<file path="config.mk">
export PLATFORM = sky130hd
export DESIGN_NAME = cpri_bram_rd_ctrl
export DESIGN_NICKNAME = d
export VERILOG_FILES = /design/src/rtl/cpri_bram_pkg.sv /design/src/rtl/cpri_rd_fifo.sv /design/src/rtl/cpri_rd_fifo_chk.sv /design/src/rtl/cpri_bram_rd_ctrl.sv
export SDC_FILE = /design/constraint.sdc
export NUM_CORES = 2
export LEC_CHECK = 0
export BUFFER_PORTS_ARGS = -buffer_cell sky130_fd_sc_hd__buf_2
export CAP_MARGIN = 20
export CORE_ASPECT_RATIO = 0.5
export CORE_MARGIN = 4
export CORE_UTILIZATION = 45
export CTS_BUF_LIST = sky130_fd_sc_hd__clkbuf_16
export DETAILED_ROUTE_END_ITERATION = 10
export PLACE_DENSITY = 0.73
export SLEW_MARGIN = 15
export SYNTH_ARGS = -nofsm -noshare
export SYNTH_HDL_FRONTEND = slang
export SYNTH_SLANG_ARGS = --single-unit
</file>
<file path="constraint.sdc">
create_clock -name clk -period 2.1 [get_ports clk]
set_input_delay 0.21 -clock clk [delete_from_list [all_inputs] [get_ports clk]]
set_output_delay 0.21 -clock clk [all_outputs]
set_load 0.03 [all_outputs]
</file>
<file path="src/rtl/cpri_bram_pkg.sv">
// cpri_bram_pkg
//   Shared definitions for the CPRI block-RAM read controller:
//   - state_e        : burst sequencer states
//   - RD_LAT_DEFAULT : read latency of the RAM (1 RAM stage + 2 output registers)
package cpri_bram_pkg;

  typedef enum logic [1:0] {
    ST_IDLE  = 2'd0,
    ST_ISSUE = 2'd1,
    ST_DRAIN = 2'd2
  } state_e;

  localparam int RD_LAT_DEFAULT = 3;

endpackage : cpri_bram_pkg

</file>
<file path="src/rtl/cpri_rd_fifo.sv">
// cpri_rd_fifo
//   Synchronous return buffer carrying {last, data} words from the RAM read
//   pipeline to the stream output. The head word is presented combinationally
//   from storage, so it stays stable until it is popped.
//   Ports:
//     clk, rst_n           : clock, async active-low reset
//     push, push_data,
//     push_last            : write side
//     pop                  : remove head word
//     head_data, head_last : current head word
//     count, full, empty   : occupancy status
module cpri_rd_fifo #(
  parameter int DATA_WIDTH = 256,
  parameter int FIFO_DEPTH = 8
) (
  input  logic                          clk,
  input  logic                          rst_n,
  input  logic                          push,
  input  logic [DATA_WIDTH-1:0]         push_data,
  input  logic                          push_last,
  input  logic                          pop,
  output logic [DATA_WIDTH-1:0]         head_data,
  output logic                          head_last,
  output logic [$clog2(FIFO_DEPTH):0]   count,
  output logic                          full,
  output logic                          empty
);

  localparam int PW = $clog2(FIFO_DEPTH);
  localparam logic [PW-1:0] PTR_ONE   = PW'(1);
  localparam logic [PW:0]   CNT_ONE   = (PW + 1)'(1);
  localparam logic [PW:0]   CNT_FULL  = (PW + 1)'(FIFO_DEPTH);

  logic [DATA_WIDTH:0] mem_r [FIFO_DEPTH];
  logic [PW-1:0]       wr_ptr_r;
  logic [PW-1:0]       rd_ptr_r;
  logic [PW:0]         count_r;
  logic                wr_en_s;
  logic                rd_en_s;

  assign full    = (count_r == CNT_FULL);
  assign empty   = (count_r == {(PW + 1){1'b0}});
  assign count   = count_r;
  assign wr_en_s = push & ~full;
  assign rd_en_s = pop & ~empty;
  assign {head_last, head_data} = mem_r[rd_ptr_r];

  // Payload storage; contents are don't-care until written, so no reset.
  always_ff @(posedge clk) begin
    if (wr_en_s) begin
      mem_r[wr_ptr_r] <= {push_last, push_data};
    end
  end

  // Pointers and occupancy; simultaneous push and pop leaves count unchanged.
  always_ff @(posedge clk or negedge rst_n) begin
    if (!rst_n) begin
      wr_ptr_r <= {PW{1'b0}};
      rd_ptr_r <= {PW{1'b0}};
      count_r  <= {(PW + 1){1'b0}};
    end else begin
      if (wr_en_s) begin
        wr_ptr_r <= wr_ptr_r + PTR_ONE;
      end
      if (rd_en_s) begin
        rd_ptr_r <= rd_ptr_r + PTR_ONE;
      end
      case ({wr_en_s, rd_en_s})
        2'b10:   count_r <= count_r + CNT_ONE;
        2'b01:   count_r <= count_r - CNT_ONE;
        default: count_r <= count_r;
      endcase
    end
  end

  cpri_rd_fifo_chk u_chk (
    .clk   (clk),
    .rst_n (rst_n),
    .push  (push),
    .full  (full)
  );

endmodule : cpri_rd_fifo

</file>
<file path="src/rtl/cpri_rd_fifo_chk.sv">
// cpri_rd_fifo_chk
//   Simulation checker for the return buffer.
//   Ports: clk, rst_n (async active-low), push (write request), full (buffer full).
module cpri_rd_fifo_chk (
  input logic clk,
  input logic rst_n,
  input logic push,
  input logic full
);

  // A push into a full buffer means the issue credit rule has been broken.
  ap_no_overflow : assert property (@(posedge clk) disable iff (!rst_n) !(push && full));

endmodule : cpri_rd_fifo_chk

</file>
<file path="src/rtl/cpri_bram_rd_ctrl.sv">
// cpri_bram_rd_ctrl
//   Reads a burst of words from a block RAM with a fixed read latency and
//   streams them out through a valid/ready interface. Reads are issued only
//   while the words already in flight plus the words buffered fit in the
//   return FIFO, so backpressure never loses data.
//   Ports:
//     clk, rst_n                : clock (also the RAM read clock), async active-low reset
//     start, base_addr, length  : burst request (length 0..NUMWORDS)
//     rdaddress, rden, ram_q    : RAM read port
//     m_data, m_valid, m_last,
//     m_ready                   : output stream
//     busy, done, err_start     : status (done / err_start are one-cycle pulses)
module cpri_bram_rd_ctrl
  import cpri_bram_pkg::*;
#(
  parameter int DATA_WIDTH = 256,
  parameter int NUMWORDS   = 256,
  parameter int RD_LAT     = RD_LAT_DEFAULT,
  parameter int FIFO_DEPTH = 8,
  localparam int AW        = $clog2(NUMWORDS)
) (
  input  logic                  clk,
  input  logic                  rst_n,
  input  logic                  start,
  input  logic [AW-1:0]         base_addr,
  input  logic [AW:0]           length,
  output logic [AW-1:0]         rdaddress,
  output logic                  rden,
  input  logic [DATA_WIDTH-1:0] ram_q,
  output logic [DATA_WIDTH-1:0] m_data,
  output logic                  m_valid,
  output logic                  m_last,
  input  logic                  m_ready,
  output logic                  busy,
  output logic                  done,
  output logic                  err_start
);

  localparam int FCW = $clog2(FIFO_DEPTH) + 1;
  localparam int CW  = FCW + 1;
  localparam logic [AW-1:0] ADDR_ONE  = AW'(1);
  localparam logic [AW-1:0] ADDR_LAST = AW'(NUMWORDS - 1);
  localparam logic [AW:0]   LEN_ONE   = (AW + 1)'(1);
  localparam logic [CW-1:0] CREDIT    = CW'(FIFO_DEPTH);

  logic [1:0]            rst_sync_r;
  logic                  rst_i_n;
  state_e                state_r;
  state_e                next_state_s;
  logic [AW-1:0]         addr_r;
  logic [AW:0]           rem_r;
  logic [RD_LAT-1:0]     vs_r;
  logic [RD_LAT-1:0]     ls_r;
  logic                  done_r;
  logic                  err_r;
  logic                  rden_s;
  logic                  accept_s;
  logic                  zero_start_s;
  logic                  err_s;
  logic                  last_pop_s;
  logic                  pop_s;
  logic [CW-1:0]         outstanding_s;
  logic [CW-1:0]         credit_sum_s;
  logic                  credit_ok_s;
  logic [FCW-1:0]        fifo_count_s;
  logic                  fifo_full_s;
  logic                  fifo_empty_s;
  logic [DATA_WIDTH-1:0] head_data_s;
  logic                  head_last_s;

  // Reset synchronizer: asserts immediately, releases on a clock edge.
  always_ff @(posedge clk or negedge rst_n) begin
    if (!rst_n) begin
      rst_sync_r <= 2'b00;
    end else begin
      rst_sync_r <= {rst_sync_r[0], 1'b1};
    end
  end

  assign rst_i_n = rst_sync_r[1];

  // Words in flight = set bits of the valid-tracking shift register.
  always_comb begin
    outstanding_s = {CW{1'b0}};
    for (int i = 0; i < RD_LAT; i++) begin
      outstanding_s = outstanding_s + CW'(vs_r[i]);
    end
  end

  assign credit_sum_s = outstanding_s + CW'(fifo_count_s);
  assign credit_ok_s  = (credit_sum_s < CREDIT) & ~fifo_full_s;
  assign pop_s        = ~fifo_empty_s & m_ready;

  // Sequencer state register.
  always_ff @(posedge clk or negedge rst_i_n) begin
    if (!rst_i_n) begin
      state_r <= ST_IDLE;
    end else begin
      state_r <= next_state_s;
    end
  end

  // Next-state and per-cycle control decode.
  always_comb begin
    next_state_s = state_r;
    rden_s       = 1'b0;
    accept_s     = 1'b0;
    zero_start_s = 1'b0;
    err_s        = 1'b0;
    last_pop_s   = 1'b0;
    case (state_r)
      ST_IDLE: begin
        if (start) begin
          if (length != {(AW + 1){1'b0}}) begin
            accept_s     = 1'b1;
            next_state_s = ST_ISSUE;
          end else begin
            zero_start_s = 1'b1;
            next_state_s = ST_IDLE;
          end
        end else begin
          next_state_s = ST_IDLE;
        end
      end
      ST_ISSUE: begin
        err_s = start;
        if (credit_ok_s) begin
          rden_s = 1'b1;
          if (rem_r == LEN_ONE) begin
            next_state_s = ST_DRAIN;
          end else begin
            next_state_s = ST_ISSUE;
          end
        end else begin
          next_state_s = ST_ISSUE;
        end
      end
      ST_DRAIN: begin
        err_s = start;
        if (pop_s && head_last_s) begin
          last_pop_s   = 1'b1;
          next_state_s = ST_IDLE;
        end else begin
          next_state_s = ST_DRAIN;
        end
      end
      default: begin
        next_state_s = ST_IDLE;
      end
    endcase
  end

  // Burst address/count, in-flight tracking and status pulses.
  always_ff @(posedge clk or negedge rst_i_n) begin
    if (!rst_i_n) begin
      addr_r <= {AW{1'b0}};
      rem_r  <= {(AW + 1){1'b0}};
      vs_r   <= {RD_LAT{1'b0}};
      ls_r   <= {RD_LAT{1'b0}};
      done_r <= 1'b0;
      err_r  <= 1'b0;
    end else begin
      if (accept_s) begin
        addr_r <= base_addr;
        rem_r  <= length;
      end else if (rden_s) begin
        addr_r <= (addr_r == ADDR_LAST) ? {AW{1'b0}} : addr_r + ADDR_ONE;
        rem_r  <= rem_r - LEN_ONE;
      end else begin
        addr_r <= addr_r;
        rem_r  <= rem_r;
      end
      // The last tag travels alongside its read so the FIFO marks it.
      vs_r[0] <= rden_s;
      ls_r[0] <= rden_s & (rem_r == LEN_ONE);
      for (int i = 1; i < RD_LAT; i++) begin
        vs_r[i] <= vs_r[i-1];
        ls_r[i] <= ls_r[i-1];
      end
      done_r <= zero_start_s | last_pop_s;
      err_r  <= err_s;
    end
  end

  cpri_rd_fifo #(
    .DATA_WIDTH (DATA_WIDTH),
    .FIFO_DEPTH (FIFO_DEPTH)
  ) u_fifo (
    .clk       (clk),
    .rst_n     (rst_i_n),
    .push      (vs_r[RD_LAT-1]),
    .push_data (ram_q),
    .push_last (ls_r[RD_LAT-1]),
    .pop       (pop_s),
    .head_data (head_data_s),
    .head_last (head_last_s),
    .count     (fifo_count_s),
    .full      (fifo_full_s),
    .empty     (fifo_empty_s)
  );

  assign rdaddress = addr_r;
  assign rden      = rden_s;
  assign m_data    = head_data_s;
  assign m_valid   = ~fifo_empty_s;
  assign m_last    = ~fifo_empty_s & head_last_s;
  assign busy      = (state_r != ST_IDLE);
  assign done      = done_r;
  assign err_start = err_r;

endmodule : cpri_bram_rd_ctrl

</file>
==> impl_metrics.csv <==
group,metric,value,unit
worst_setup_path,start_kind,"flop",
final_layout,layout-drive-gt1-share,0.431,
cts,clockBufferDepth,3,
worst_setup_path,cp-end-kind,"primary output",
worst_setup_path,critPathKind,"reg2out",
logic_synthesis,synth_area,0.0791,sq mm
timing,setup_viol,2241,
flow_run,max_cap_violations,0,
routing,vias_per_cell,5.66,
pwr,total_power,146,mW
timing,relSlewSlack,0.652,
cts,clock-root-buffer,"clkbuf_16",
worst_setup_path,reg2reg_to,"u_fifo.count[3]$_DFFE_PN0P_",
routing,antenna_left,0,
routing,drt_iter0_drc,4205,
routing,drcViolationCount,0,
logic_synthesis,ys_types,49,
routing,drt_wl_total,192000,um
timing,min_period,3140,ps
die,num_rows,108,
place,dpl_cell_area,0.0886,sq mm
worst_setup_path,cp-endpoint,"m_data[178]",
status,status,"complete, but fails checks",
timing,rsz0062_at_grt,"true",
timing,layout_setup_ws,-1040,ps
timing,worstMarginPinSlew,521,ps
logic_synthesis,synth_ff_type,"edfxtp_1",
die,die_area,0.183,sq mm
pwr,p_leak,33.2,nW
global_route,grt_pass1_wl,281000,um
final_layout,syn_to_final_growth,24.6,%
global_route,grt_pass1_vias,41200,
min_path,worstHoldPathType,"in2reg",
worst_setup_path,crit_path_max_fanout,12,
global_route,antenna_found_initial,19,
final_layout,fin_area,0.0986,sq mm
timing,finalHoldViolCount,0,
cts,cts_made_buffers,175,
logic_synthesis,syn_nets,3496,
global_route,overflow,0,
timing,slew_violations,0,
place,port_buffers,546,
logic_synthesis,synth_largest_area_cell,"edfxtp_1",
routing,num_vias,39200,
die,initial_core_util,0.455,
die,die_h,304,um
cts,cts_tree,"done",
cts,ctsHtreeMaxLevel,4,
logic_synthesis,syn_avg_cell_area,24.7,sq um
logic_synthesis,ys_top_cells_by_area,"edfxtp_1 78%, mux4_2 15%, mux2_2 3.7%, dfrtp_1 1.2%, buf_2 0.38%",
worst_setup_path,worst-r2r-cell-count,8,
worst_setup_path,rr_startpoint,"u_fifo.count[2]$_DFFE_PN0P_",
pwr,ir_drop,0.000853,V
global_route,grt_usage,0.206,
logic_synthesis,synth-seq-cells,2095,
place,place_congestion,0.804,
pwr,powerDensity,1480,mW/mm^2
die,io-pin-count,547,
routing,wire_per_inst,27.8,um
global_route,grt_start_max_net_pins,69,
worst_setup_path,crit_arrival,2930,ps
logic_synthesis,synth_edf_count,2056,
timing,max_freq,319,MHz
cts,clkSlewWorstSetupHoldPaths,60,ps
worst_setup_path,critPathLaunch,"u_fifo.rd_ptr_r[0]$_DFFE_PN0P_",
die,fp.coreArea,0.174,sq mm
place,pre_cts_slack,-460,ps
routing,first_pass_iters,5,
timing,post-route-period-util,1.49,
die,die_w,601,um
logic_synthesis,async_flop_share,0.0186,
worst_setup_path,required,1890,ps
final_layout,fin_util,0.566,
timing,fin_skew,27.8,ps
final_layout,final_nets,4748,
place,dpl.hpwl,123000,um
worst_setup_path,r2r_slack,-470,ps
status,violations,"setup timing",
cts,numClockSinks,2095,
logic_synthesis,yosys.area.top_type_share,0.780,
logic_synthesis,synthCells,3204,
logic_synthesis,yosysWarnings,0,
cts,clock_latency,800,ps
logic_synthesis,yosysSeqAreaShare,0.793,
[what timing repair did]
action | 4_1_cts | 5_1_grt
gates resized for setup | 196 | 54
endpoints found under the hold margin | 2072 | 0
setup buffers | 8 | 13
endpoints found under the setup margin | 1640 | 1948
pin swaps | 0 | 4
hold buffers | 279 | 0
gates cloned | 7 | 8
[per-layer routing]
layer	vias to the layer above	track usage	wire [um]
li1	16300	-	-
met1	21000	0.264	71900
met2	1618	0.359	103000
met3	323	0.0270	10500
met4	0	0.0847	7290
met5	-	0	0
[worst max-delay path, cell delays in order (launching register included)]
cell	delay, ps
dfrtp_4	440
buf_4	140
buf_16	190
buf_12	160
clkbuf_16	160
mux4_2	520
mux2_2	280
buf_2	180
[flip-flops by register name, indices dropped and copies added, names as in the netlist]
register / cells
done: 1
err_start: 1
ls_r: 3
rdaddress: 8
rem_r: 9
rst_sync_r: 2
state_r: 2
u_fifo.count: 4
u_fifo.mem_r: 2056
u_fifo.rd_ptr_r: 3
u_fifo.wr_ptr_r: 3
vs_r: 3
[cells by family after synthesis]
logic type,share of synthesized area
xor+xnor,0.000997
buf+inv,0.0104
compound gates,0.00400
flops,0.793
mux,0.183
other cells,0.0000474
simple gates,0.00606
fa+ha+maj,0.00256
[layout make-up]
| type | count | area [sq um] |
|---|---|---|
| Fill cell | 12100 | 75500 |
| Multi-Input combinational cell | 942 | 15900 |
| Inverter | 16 | 67.6 |
| Sequential cell | 2095 | 62700 |
| Timing Repair Buffer | 1226 | 11300 |
| Clock inverter | 145 | 1190 |
| Tap cell | 2310 | 2890 |
| Antenna cell | 17 | 42.5 |
| Clock buffer | 179 | 4480 |
[synth_stat cells (2+ instances only)]
cell / n
and3_1: 3
o31ai_1: 4
buf_2: 60
nand3b_1: 2
and2_1: 2
inv_1: 15
or4_1: 4
nor2_1: 25
or3_1: 3
fa_1: 2
nand3_1: 7
mux4_2: 512
nor2b_1: 3
nand2_1: 25
clkbuf_1: 75
xor2_1: 3
a21oi_1: 7
mux2_2: 258
dfrtp_1: 39
mux2i_1: 5
ha_1: 13
and4_1: 2
o211ai_1: 2
buf_6: 16
o21ai_0: 12
edfxtp_1: 2056
xnor2_1: 6
nor3_1: 5
a31oi_1: 13
nand2b_1: 6
[cells in the final DEF, fill, tap and decap left out, types with 21 or more instances in the layout]
cell / count
buf_2: 479
clkinv_2: 26
clkbuf_16: 185
clkinv_1: 38
inv_1: 58
mux4_2: 512
dfrtp_1: 35
mux2_4: 49
nand2_1: 24
buf_4: 216
dlygate4sd3_1: 279
buf_12: 134
buf_16: 21
edfxtp_1: 2056
buf_6: 81
mux2_2: 209
[worst min-delay path by stage]
stage,startpoint,to,slack (ps),depth (start not counted)
after detailed placement,rst_n,rst_sync_r[0]$_DFF_PN0_,1,1
final,base_addr[5],rdaddress[5]$_DFFE_PN0P_,160,4
after floorplan,rst_n,rst_sync_r[0]$_DFF_PN0_,-90,0
after global placement,rst_n,rst_sync_r[0]$_DFF_PN0_,-2,1
after global routing,base_addr[5],rdaddress[5]$_DFFE_PN0P_,160,4
after CTS,base_addr[5],rdaddress[5]$_DFFE_PN0P_,70,4
[per-stage QoR]
stage                     hold WS (ps)  setup TNS, ps  instances
after floorplan                  -85.6       -7470750       3204
after global placement           -1.77         -88130       6274
after detailed placement         0.952        -100490       6274
after CTS                         74.3        -365530       6892
after global routing               161        -632490       6928
final                              158        -458660       6930
[report_power, final]
part / internal, mW / switching, mW / leakage, nW
combinational: 26.3 / 32.7 / 11.2
clock: 17.3 / 15.0 / 2.90
sequential: 52.5 / 1.71 / 19.1
total: 96.1 / 49.4 / 33.2
No activity file was read; power rests on OpenSTA's default activity.
